[src/rtl/mem_arbiter_if.sv]
// Bundle of the two requester ports and the memory port of the arbiter.
// The master side is the environment (requesters plus memory); the slave is the arbiter.
interface mem_arbiter_if #(
  parameter int ADDR_LEN = 8,
  parameter int WORD_LEN = 8
);
  logic                req0;
  logic                req1;
  logic                we0;
  logic                we1;
  logic [ADDR_LEN-1:0] addr0;
  logic [ADDR_LEN-1:0] addr1;
  logic [WORD_LEN-1:0] wdata0;
  logic [WORD_LEN-1:0] wdata1;
  logic                ack0;
  logic                ack1;
  logic [WORD_LEN-1:0] rdata0;
  logic [WORD_LEN-1:0] rdata1;
  logic                busy;
  logic [ADDR_LEN-1:0] mem_addr;
  logic                mem_r_en;
  logic                mem_w_en;
  logic [WORD_LEN-1:0] mem_data_in;
  logic [WORD_LEN-1:0] mem_data_out;

  modport master (
    output req0, req1, we0, we1, addr0, addr1, wdata0, wdata1, mem_data_out,
    input  ack0, ack1, rdata0, rdata1, busy, mem_addr, mem_r_en, mem_w_en, mem_data_in
  );

  modport slave (
    input  req0, req1, we0, we1, addr0, addr1, wdata0, wdata1, mem_data_out,
    output ack0, ack1, rdata0, rdata1, busy, mem_addr, mem_r_en, mem_w_en, mem_data_in
  );
endinterface

[src/rtl/mem_arbiter.sv]
// Two-port round-robin arbiter in front of a single-port memory with
// combinational read data. Each access takes IDLE -> ACCESS -> RESP, so one
// access completes every three cycles at best; all outputs are registered.
module mem_arbiter #(
  parameter int ADDR_LEN = 8,
  parameter int WORD_LEN = 8
) (
  input  logic         clk,
  input  logic         rst_n,
  mem_arbiter_if.slave bus
);

  typedef enum logic [1:0] {
    IDLE   = 2'd0,
    ACCESS = 2'd1,
    RESP   = 2'd2
  } state_t;

  state_t              r_state;
  logic                r_last_gnt;
  logic                r_gnt;
  logic                r_we;
  logic [ADDR_LEN-1:0] r_addr;
  logic [WORD_LEN-1:0] r_wdata;
  logic                r_ack0;
  logic                r_ack1;
  logic [WORD_LEN-1:0] r_rdata0;
  logic [WORD_LEN-1:0] r_rdata1;
  logic                r_mem_r_en;
  logic                r_mem_w_en;
  logic                r_busy;

  logic                w_any_req;
  logic                w_gnt;
  logic                w_gnt_we;
  logic [ADDR_LEN-1:0] w_gnt_addr;
  logic [WORD_LEN-1:0] w_gnt_wdata;

  // On a tie the port that did not win last time gets the grant.
  assign w_any_req   = bus.req0 | bus.req1;
  assign w_gnt       = (bus.req0 & bus.req1) ? ~r_last_gnt : bus.req1;
  assign w_gnt_we    = w_gnt ? bus.we1    : bus.we0;
  assign w_gnt_addr  = w_gnt ? bus.addr1  : bus.addr0;
  assign w_gnt_wdata = w_gnt ? bus.wdata1 : bus.wdata0;

  // Arbitration FSM; every output is a register updated alongside the state.
  always_ff @(posedge clk) begin
    if (!rst_n) begin
      r_state    <= IDLE;
      r_last_gnt <= 1'b1;
      r_gnt      <= 1'b0;
      r_we       <= 1'b0;
      r_addr     <= '0;
      r_wdata    <= '0;
      r_ack0     <= 1'b0;
      r_ack1     <= 1'b0;
      r_rdata0   <= '0;
      r_rdata1   <= '0;
      r_mem_r_en <= 1'b0;
      r_mem_w_en <= 1'b0;
      r_busy     <= 1'b0;
    end else begin
      case (r_state)
        IDLE: begin
          if (w_any_req) begin
            r_state    <= ACCESS;
            r_gnt      <= w_gnt;
            r_last_gnt <= w_gnt;
            r_we       <= w_gnt_we;
            r_addr     <= w_gnt_addr;
            r_wdata    <= w_gnt_wdata;
            r_mem_r_en <= ~w_gnt_we;
            r_mem_w_en <= w_gnt_we;
            r_busy     <= 1'b1;
          end
        end
        ACCESS: begin
          r_state    <= RESP;
          r_mem_r_en <= 1'b0;
          r_mem_w_en <= 1'b0;
          if (!r_we) begin
            if (r_gnt) r_rdata1 <= bus.mem_data_out;
            else       r_rdata0 <= bus.mem_data_out;
          end
          r_ack0 <= ~r_gnt;
          r_ack1 <= r_gnt;
        end
        RESP: begin
          r_state <= IDLE;
          r_ack0  <= 1'b0;
          r_ack1  <= 1'b0;
          r_busy  <= 1'b0;
        end
        default: begin
          r_state    <= IDLE;
          r_ack0     <= 1'b0;
          r_ack1     <= 1'b0;
          r_mem_r_en <= 1'b0;
          r_mem_w_en <= 1'b0;
          r_busy     <= 1'b0;
        end
      endcase
    end
  end

  // Address and write data stay on the memory bus until the next grant.
  assign bus.mem_addr    = r_addr;
  assign bus.mem_data_in = r_wdata;
  assign bus.mem_r_en    = r_mem_r_en;
  assign bus.mem_w_en    = r_mem_w_en;
  assign bus.ack0        = r_ack0;
  assign bus.ack1        = r_ack1;
  assign bus.rdata0      = r_rdata0;
  assign bus.rdata1      = r_rdata1;
  assign bus.busy        = r_busy;

endmodule

[src/flat_wrapper.sv]
// flat-port wrapper written by rule: the top's interface ports become plain ports
module mem_arbiter_flat 
#(
  parameter int ADDR_LEN = 8,
  parameter int WORD_LEN = 8
)
  (clk, rst_n, bus_req0, bus_req1, bus_we0, bus_we1, bus_addr0, bus_addr1, bus_wdata0, bus_wdata1, bus_mem_data_out, bus_ack0, bus_ack1, bus_rdata0, bus_rdata1, bus_busy, bus_mem_addr, bus_mem_r_en, bus_mem_w_en, bus_mem_data_in);
  mem_arbiter_if #(.ADDR_LEN(ADDR_LEN), .WORD_LEN(WORD_LEN)) bus_i ();
  input  logic clk;
  input  logic rst_n;
  input wire logic [$bits(bus_i.req0)-1:0] bus_req0;
  input wire logic [$bits(bus_i.req1)-1:0] bus_req1;
  input wire logic [$bits(bus_i.we0)-1:0] bus_we0;
  input wire logic [$bits(bus_i.we1)-1:0] bus_we1;
  input wire logic [$bits(bus_i.addr0)-1:0] bus_addr0;
  input wire logic [$bits(bus_i.addr1)-1:0] bus_addr1;
  input wire logic [$bits(bus_i.wdata0)-1:0] bus_wdata0;
  input wire logic [$bits(bus_i.wdata1)-1:0] bus_wdata1;
  input wire logic [$bits(bus_i.mem_data_out)-1:0] bus_mem_data_out;
  output wire logic [$bits(bus_i.ack0)-1:0] bus_ack0;
  output wire logic [$bits(bus_i.ack1)-1:0] bus_ack1;
  output wire logic [$bits(bus_i.rdata0)-1:0] bus_rdata0;
  output wire logic [$bits(bus_i.rdata1)-1:0] bus_rdata1;
  output wire logic [$bits(bus_i.busy)-1:0] bus_busy;
  output wire logic [$bits(bus_i.mem_addr)-1:0] bus_mem_addr;
  output wire logic [$bits(bus_i.mem_r_en)-1:0] bus_mem_r_en;
  output wire logic [$bits(bus_i.mem_w_en)-1:0] bus_mem_w_en;
  output wire logic [$bits(bus_i.mem_data_in)-1:0] bus_mem_data_in;
  assign bus_i.req0 = bus_req0;
  assign bus_i.req1 = bus_req1;
  assign bus_i.we0 = bus_we0;
  assign bus_i.we1 = bus_we1;
  assign bus_i.addr0 = bus_addr0;
  assign bus_i.addr1 = bus_addr1;
  assign bus_i.wdata0 = bus_wdata0;
  assign bus_i.wdata1 = bus_wdata1;
  assign bus_i.mem_data_out = bus_mem_data_out;
  assign bus_ack0 = bus_i.ack0;
  assign bus_ack1 = bus_i.ack1;
  assign bus_rdata0 = bus_i.rdata0;
  assign bus_rdata1 = bus_i.rdata1;
  assign bus_busy = bus_i.busy;
  assign bus_mem_addr = bus_i.mem_addr;
  assign bus_mem_r_en = bus_i.mem_r_en;
  assign bus_mem_w_en = bus_i.mem_w_en;
  assign bus_mem_data_in = bus_i.mem_data_in;
  mem_arbiter #(.ADDR_LEN(ADDR_LEN), .WORD_LEN(WORD_LEN)) u_core (.clk(clk), .rst_n(rst_n), .bus(bus_i));
endmodule
[config.mk]
export PLATFORM = sky130hd
export DESIGN_NAME = mem_arbiter_flat
export DESIGN_NICKNAME = d
export VERILOG_FILES = /design/src/rtl/mem_arbiter_if.sv /design/src/rtl/mem_arbiter.sv /design/src/flat_wrapper.sv
export SDC_FILE = /design/constraint.sdc
export NUM_CORES = 1
export LEC_CHECK = 0
export ABC_AREA = 1
export CORE_UTILIZATION = 30
export DETAILED_ROUTE_END_ITERATION = 10
export SLEW_MARGIN = 20
export SYNTH_ARGS = -nofsm -noshare
export SYNTH_HDL_FRONTEND = slang
export SYNTH_SLANG_ARGS = --single-unit
[constraint.sdc]
create_clock -name clk -period 0.98 [get_ports clk]
set_input_delay 0.196 -clock clk [delete_from_list [all_inputs] [get_ports clk]]
set_output_delay 0.196 -clock clk [all_outputs]
set_load 0.02 [all_outputs]
==> results.json, run 1 <==
{
  "failed_checks": "setup timing",
  "netlist_area_um2": 1812,
  "path_common_cell": "nand2_4",
  "yosys-top-cells-area": "dfxtp_1 46%, nor2_1 14%, nand2_1 11%",
  "antenna_found_initial": 0,
  "hold_viol": 0,
  "drc": 0,
  "grt_max_degree": 34,
  "setup_violations": 41,
  "syn-instance-count": 260,
  "synth_top_area_cell": "dfxtp_1",
  "synth_nets": 306,
  "cts_max_level": 2,
  "r2r_cells": 7,
  "min_from": "rst_n",
  "die_w_um": 79.71,
  "crit_required_ns": 1.17,
  "cts_tree": "yes",
  "p_per_area_nw_per_um2": 1457,
  "core_um2": 5675,
  "status": "finished, violations left",
  "clkSinkCount": 42,
  "utilization_pct": 58.44,
  "dp.cells": 420,
  "r2r_slack_ns": -0.17,
  "fin_ws_ns": -0.1686,
  "whs_ns": 0.4242,
  "final_common_cell": "nor2_1",
  "initial_core_util_pct": 31.92,
  "clk_path_buf_depth": 2,
  "reg2reg_from": "u_core.r_state[1]",
  "path_max_fanout": 8,
  "dpl.hpwl_um": 3495,
  "final_layout_size_suffix_gt1_share_pct": 45.14,
  "pre_cts_ws_ns": -0.5175,
  "r2r-end": "u_core.bus.mem_data_in[5]",
  "synth_seq_cells": 42,
  "min_path_cells": 3,
  "rsz0062_at_grt": "true",
  "yosys_warnings": 0,
  "slew_headroom_pct": 73.24,
  "synth_top_area_share_pct": 46.41,
  "avgSynthCellArea_um2": 6.968,
  "ir_drop_v": 0.001189,
  "cp_slowest_cell": "dfxtp_2",
  "n_fill_cell": 554,
  "drv_cap": 0,
  "io_buffers": 82,
  "finalPower_mw": 4.833,
  "ys_seq_area_share_pct": 46.41,
  "ios": 83,
  "crit_chain": "inv_2 > nand2_4 > nor2_8 > clkbuf_16 > nand2_4 > nor2_2 > nor2_1",
  "drtPass1Iterations": 4,
  "crit_buf_inv": 2,
  "hp-class": "in2reg",
  "die_area_um2": 6354,
  "grt_pass1_vias": 1632,
  "grt.total_usage_pct": 15.18,
  "cts-root-buf": "clkbuf_8",
  "viasPerCell": 4.396,
  "wirelength_um": 5336,
  "crit_type": "reg2reg",
  "wl_per_cell_um": 12.07,
  "path_clk_slew_ns": 0.09,
  "mostFrequentLayoutCells": "57 x nor2_1, 42 x clkdlybuf4s50_1, 41 x dfxtp_2, 38 x nand2_1",
  "grt_pass1_wl_um": 7389,
  "critPathLaunchType": "register",
  "row_count": 27,
  "skew_ns": 0.009528,
  "fin_nets": 415,
  "final_cells": 442,
  "area_delta_synth_final_pct": 83.08,
  "drtAntennaViolNets": 0,
  "cts_hold_buf": 0,
  "finalCritPeriodShare_pct": 117.2,
  "drv_slew": 0,
  "period_minus_slack_ns": 1.149,
  "grt-ovfl-total": 0,
  "tightest_slew_ns": 0.4007,
  "critPathCaptureType": "register",
  "cp.arrival_ns": 1.34,
  "gp_congestion": 0.7747,
  "critical_path.top_delay_family": "simple AND/OR/NAND/NOR gates",
  "critPathMaxStageDelay_ns": 0.35,
  "die_y_um": 79.71,
  "clock_latency_ns": 0.29,
  "vias": 1943,
  "whs_endpoint": "u_core.bus.mem_r_en",
  "drt_iter0_drc": 35,
  "synth_cell_types": 17,
  "cts_made_buffers": 5,
  "clock.fmax_mhz": 870.7,
  "crit_cells": 7,
  "antennaDiodeCount": 0,
  "p_leak_nw": 1.481
}
[worst max-delay path by stage]
stage                      start                         to  slack (ns)
2_1_floorplan  u_core.r_state[0]     u_core.bus.mem_addr[0]       -0.01
3_3_place_gp            bus_req1        u_core.bus.mem_w_en       -0.47
3_5_place_dp            bus_req1        u_core.bus.mem_w_en       -0.52
4_1_cts        u_core.r_state[1]  u_core.bus.mem_data_in[5]       -0.13
5_1_grt        u_core.r_state[1]  u_core.bus.mem_data_in[4]       -0.23
6_report       u_core.r_state[1]  u_core.bus.mem_data_in[5]       -0.17
[what timing repair did]
| item | 4_1_cts | 5_1_grt |
|---|---|---|
| buffers inserted | 1 | 9 |
| resized for setup | 251 | 76 |
| endpoints found under the hold margin | 0 | 0 |
| pin swaps | 11 | 17 |
| setup endpoints to repair | 76 | 76 |
| gates cloned | 2 | 3 |
[worst reg2reg max path, cell delays in order (launching register included)]
cell	delay, ns
dfxtp_2	0.35
inv_2	0.08
nand2_4	0.07
nor2_8	0.17
clkbuf_16	0.20
nand2_4	0.04
nor2_2	0.09
nor2_1	0.05
[metal layers]
| metal | wire, um | track usage (%) |
|---|---|---|
| met4 | 63 | 4.909 |
| met5 | 0 | 0 |
| met3 | 216 | 3.200 |
| met2 | 2770 | 26.07 |
| met1 | 2286 | 18.72 |
[where the power goes]
group          total (mW)  leakage (nW)  internal (mW)  switching [mW]
combinational        1.47          1.07          0.755           0.714
sequential           1.99         0.360           1.88           0.114
clock                1.37        0.0504          0.758           0.613
total                4.83          1.48           3.39            1.44
[synth_stat cells, drive strengths merged]
cell,count
nor2,70
nand2,55
dfxtp,42
inv,27
o21ai,27
nand3,15
a21oi,12
buf,9
clkbuf,2
or2,1
[through the flow]
| step | TNS (ns) | cell area, um^2 |
|---|---|---|
| 3_3_place_gp | -19.56 | 2790 |
| 4_1_cts | -3.251 | 2980 |
| 6_report | -4.520 | 3317 |
| 2_1_floorplan | -0.1377 | 1819 |
| 3_5_place_dp | -20.50 | 2790 |
| 5_1_grt | -7.438 | 3317 |
[registers in the layout (all words and copies together), names as in the netlist]
signal                  flops
u_core.bus.ack1             1
u_core.bus.busy             1
u_core.r_state              2
u_core.bus.mem_data_in      8
u_core.bus.rdata1           8
u_core.r_gnt                1
u_core.bus.mem_addr         8
u_core.bus.ack0             1
u_core.r_we                 1
u_core.bus.mem_w_en         1
u_core.bus.rdata0           8
u_core.r_last_gnt           1
u_core.bus.mem_r_en         1
[kinds of logic (layout without fill, tap and decap cells)]
logic type,count (synthesis),after routing,synth area share (%)
DFF,42,42,46.41
buffers and inverters,38,147,10.57
and+or+nand+nor,141,142,32.25
AOI/OAI and AO/OA,39,39,10.77
[cell type report]
class	instances	area, um^2	area share (%)
Clock inverter	3	45.04	1.358
Sequential cell	42	892.1	26.90
Tap cell	72	90.09	2.716
Inverter	27	115.1	3.470
Timing Repair inverter	1	7.507	0.2263
Clock buffer	5	68.82	2.075
Timing Repair Buffer	111	1122	33.84
Multi-Input combinational cell	181	975.9	29.42
(Power assumes the default switching activity.)
==> run 2: changes to the inputs <==
--- a/config.mk
+++ b/config.mk
@@ -8,7 +8,6 @@
 export ABC_AREA = 1
 export CORE_UTILIZATION = 30
 export DETAILED_ROUTE_END_ITERATION = 10
-export SLEW_MARGIN = 20
 export SYNTH_ARGS = -nofsm -noshare
 export SYNTH_HDL_FRONTEND = slang
 export SYNTH_SLANG_ARGS = --single-unit
==> constraint.sdc (replaced) <==
create_clock -name clk -period 0.98 [get_ports clk]
set_input_delay 0.294 -clock clk [delete_from_list [all_inputs] [get_ports clk]]
set_output_delay 0.294 -clock clk [all_outputs]
set_load 0.02 [all_outputs]
==> results.json, run 2 (same netlist as run 1, synthesis figures left out) <==
{
  "status": "finished, violations left",
  "failed_checks": "setup timing",
  "ios": 83,
  "crit_type": "reg2reg",
  "crit_required_ns": 1.17,
  "finalPower_mw": 4.702,
  "wirelength_um": 5556,
  "crit_buf_inv": 2,
  "finalCritPeriodShare_pct": 120.8,
  "drtAntennaViolNets": 0,
  "whs_endpoint": "u_core.bus.rdata0[4]",
  "utilization_pct": 60.34,
  "critPathLaunchType": "register",
  "grt_max_degree": 33,
  "crit_chain": "inv_4 > nor2_4 > buf_6 > nand3_4 > o21ai_2 > nor2_1",
  "hold_viol": 0,
  "mostFrequentLayoutCells": "63 x nor2_1, 42 x clkdlybuf4s50_1, 41 x buf_6, 40 x dfxtp_2, 39 x nand2_1",
  "fin_ws_ns": -0.2036,
  "drtPass1Iterations": 4,
  "clkSinkCount": 42,
  "clock.fmax_mhz": 844.9,
  "cts-root-buf": "clkbuf_8",
  "grt_pass1_wl_um": 7955,
  "drc": 0,
  "crit_cells": 6,
  "cts_made_buffers": 5,
  "p_per_area_nw_per_um2": 1373,
  "n_fill_cell": 520,
  "cts_tree": "yes",
  "antennaDiodeCount": 0,
  "min_from": "u_core.bus.rdata0[4]",
  "io_buffers": 82,
  "hp-class": "reg2reg",
  "path_max_fanout": 5,
  "postLayoutCellArea_um2": 3425,
  "grt-ovfl-total": 0,
  "wl_per_cell_um": 12.35,
  "initial_core_util_pct": 31.92,
  "tns_ns": -7.320,
  "register_area_um2": 894.6,
  "antenna_found_initial": 0,
  "fin_nets": 423,
  "drv_cap": 0,
  "die_y_um": 79.71,
  "core_um2": 5675,
  "path_clk_slew_ns": 0.09,
  "grt.total_usage_pct": 16.65,
  "critical_path.top_delay_family": "simple AND/OR/NAND/NOR gates",
  "p_leak_nw": 1.516,
  "cp_slowest_cell": "dfxtp_2",
  "clk_path_buf_depth": 2,
  "final_common_cell": "nor2_1",
  "critPathCaptureType": "register",
  "dpl_cell_area_um2": 2790,
  "tightest_slew_ns": 0.3574,
  "die_area_um2": 6354,
  "reg2reg_from": "u_core.r_state[0]",
  "multiInputGateArea_um2": 997.2,
  "rsz0062_at_grt": "true",
  "dpl.hpwl_um": 3475,
  "grt_pass1_vias": 1750,
  "clock_latency_ns": 0.30,
  "die_w_um": 79.71,
  "gp_congestion": 0.7748,
  "drv_slew": 0,
  "final_layout_size_suffix_gt1_share_pct": 47.62,
  "min_path_cells": 2,
  "skew_ns": 0.005841,
  "cp.arrival_ns": 1.38,
  "r2r_slack_ns": -0.20,
  "r2r-end": "u_core.bus.rdata1[4]",
  "row_count": 27,
  "r2r_cells": 6,
  "vias": 1973,
  "drt_iter0_drc": 46,
  "viasPerCell": 4.384,
  "period_minus_slack_ns": 1.184,
  "critPathMaxStageDelay_ns": 0.35,
  "slew_headroom_pct": 76.17,
  "setup_violations": 78,
  "area_delta_synth_final_pct": 89.02,
  "cts_max_level": 2,
  "ir_drop_v": 0.0007700
}
==> run 2: cell count changes in the layout (fill, tap and decap cells not counted), sizes merged <==
cell	before	now
buf	64	74
clkbuf	7	5
bufinv	1	0
clkinv	0	1
clkinvlp	4	3
dlygate4sd2	2	3
dlymetal6s2s	1	0
inv	26	27
==> run 2: how the worst max path moves through the flow <==
stage	startpoint	endpoint	slack, ns
after global routing	u_core.r_state[0]	u_core.bus.rdata1[4]	-0.25
after floorplan	u_core.r_state[0]	u_core.bus.mem_addr[0]	-0.01
after detailed placement	bus_req1	u_core.bus.mem_w_en	-0.62
after global placement	bus_req1	u_core.bus.mem_w_en	-0.57
after CTS	u_core.r_state[0]	u_core.bus.rdata1[3]	-0.13
final	u_core.r_state[0]	u_core.bus.rdata1[4]	-0.20
==> run 2: power breakdown <==
part           switching [mW]  leakage, nW  internal, mW
sequential              0.116        0.361          1.88
combinational           0.745         1.11         0.805
clock                   0.644       0.0447         0.514
total                    1.50         1.52          3.20
==> run 2: per-stage QoR <==
| step | worst slack [ns] | hold slack (ns) | cells |
|---|---|---|---|
| 2_1_floorplan | -0.01250 | 0.4287 | 260 |
| 3_3_place_gp | -0.5701 | 0.4541 | 420 |
| 3_5_place_dp | -0.6181 | 0.4559 | 420 |
| 4_1_cts | -0.1271 | 0.4770 | 438 |
| 5_1_grt | -0.2512 | 0.4849 | 450 |
| 6_report | -0.2036 | 0.4702 | 450 |
==> run 2: area by class of cell <==
| cell class | count | share of cell area (%) |
|---|---|---|
| repair inverters | 1 | 0.2192 |
| multi-input cells | 181 | 29.12 |
| clock buffers | 5 | 2.010 |
| flip-flops and latches | 42 | 26.12 |
| well taps | 72 | 2.631 |
| repair buffers | 119 | 35.66 |
| inverters | 27 | 3.507 |
| clock inverters | 3 | 0.7307 |
==> run 2: layer usage <==
metal / GRT usage [%] / up-vias / share of wire (%)
met4: 6.545 / 0 / 1.2
met3: 3.886 / 5 / 2.9
met5: 0 / - / 0
li1: - / 1044 / -
met1: 19.64 / 891 / 43
met2: 28.89 / 33 / 53
==> run 2: tightest hold or removal path, delay by kind of cell, from the launching register on <==
family          cells  cell delay, ns
simple gates        1            0.06
flops               1            0.34
compound gates      1            0.04
==> run 2: what timing repair did <==
| action | 4_1_cts | 5_1_grt |
|---|---|---|
| resized for setup | 281 | 68 |
| buffers inserted | 8 | 11 |
| pin swaps | 3 | 15 |
| endpoints found under the setup margin | 79 | 78 |
| hold buffers | 0 | 0 |
| gates cloned | 3 | 2 |
==> run 3: changes to the inputs <==
--- a/config.mk
+++ b/config.mk
@@ -8,6 +8,7 @@
 export ABC_AREA = 1
 export CORE_UTILIZATION = 30
 export DETAILED_ROUTE_END_ITERATION = 10
+export GPL_ROUTABILITY_DRIVEN = 0
 export SYNTH_ARGS = -nofsm -noshare
 export SYNTH_HDL_FRONTEND = slang
 export SYNTH_SLANG_ARGS = --single-unit
==> results of run 3 <==
No change in the layout: final DEF, timing and power equal those of run 2.
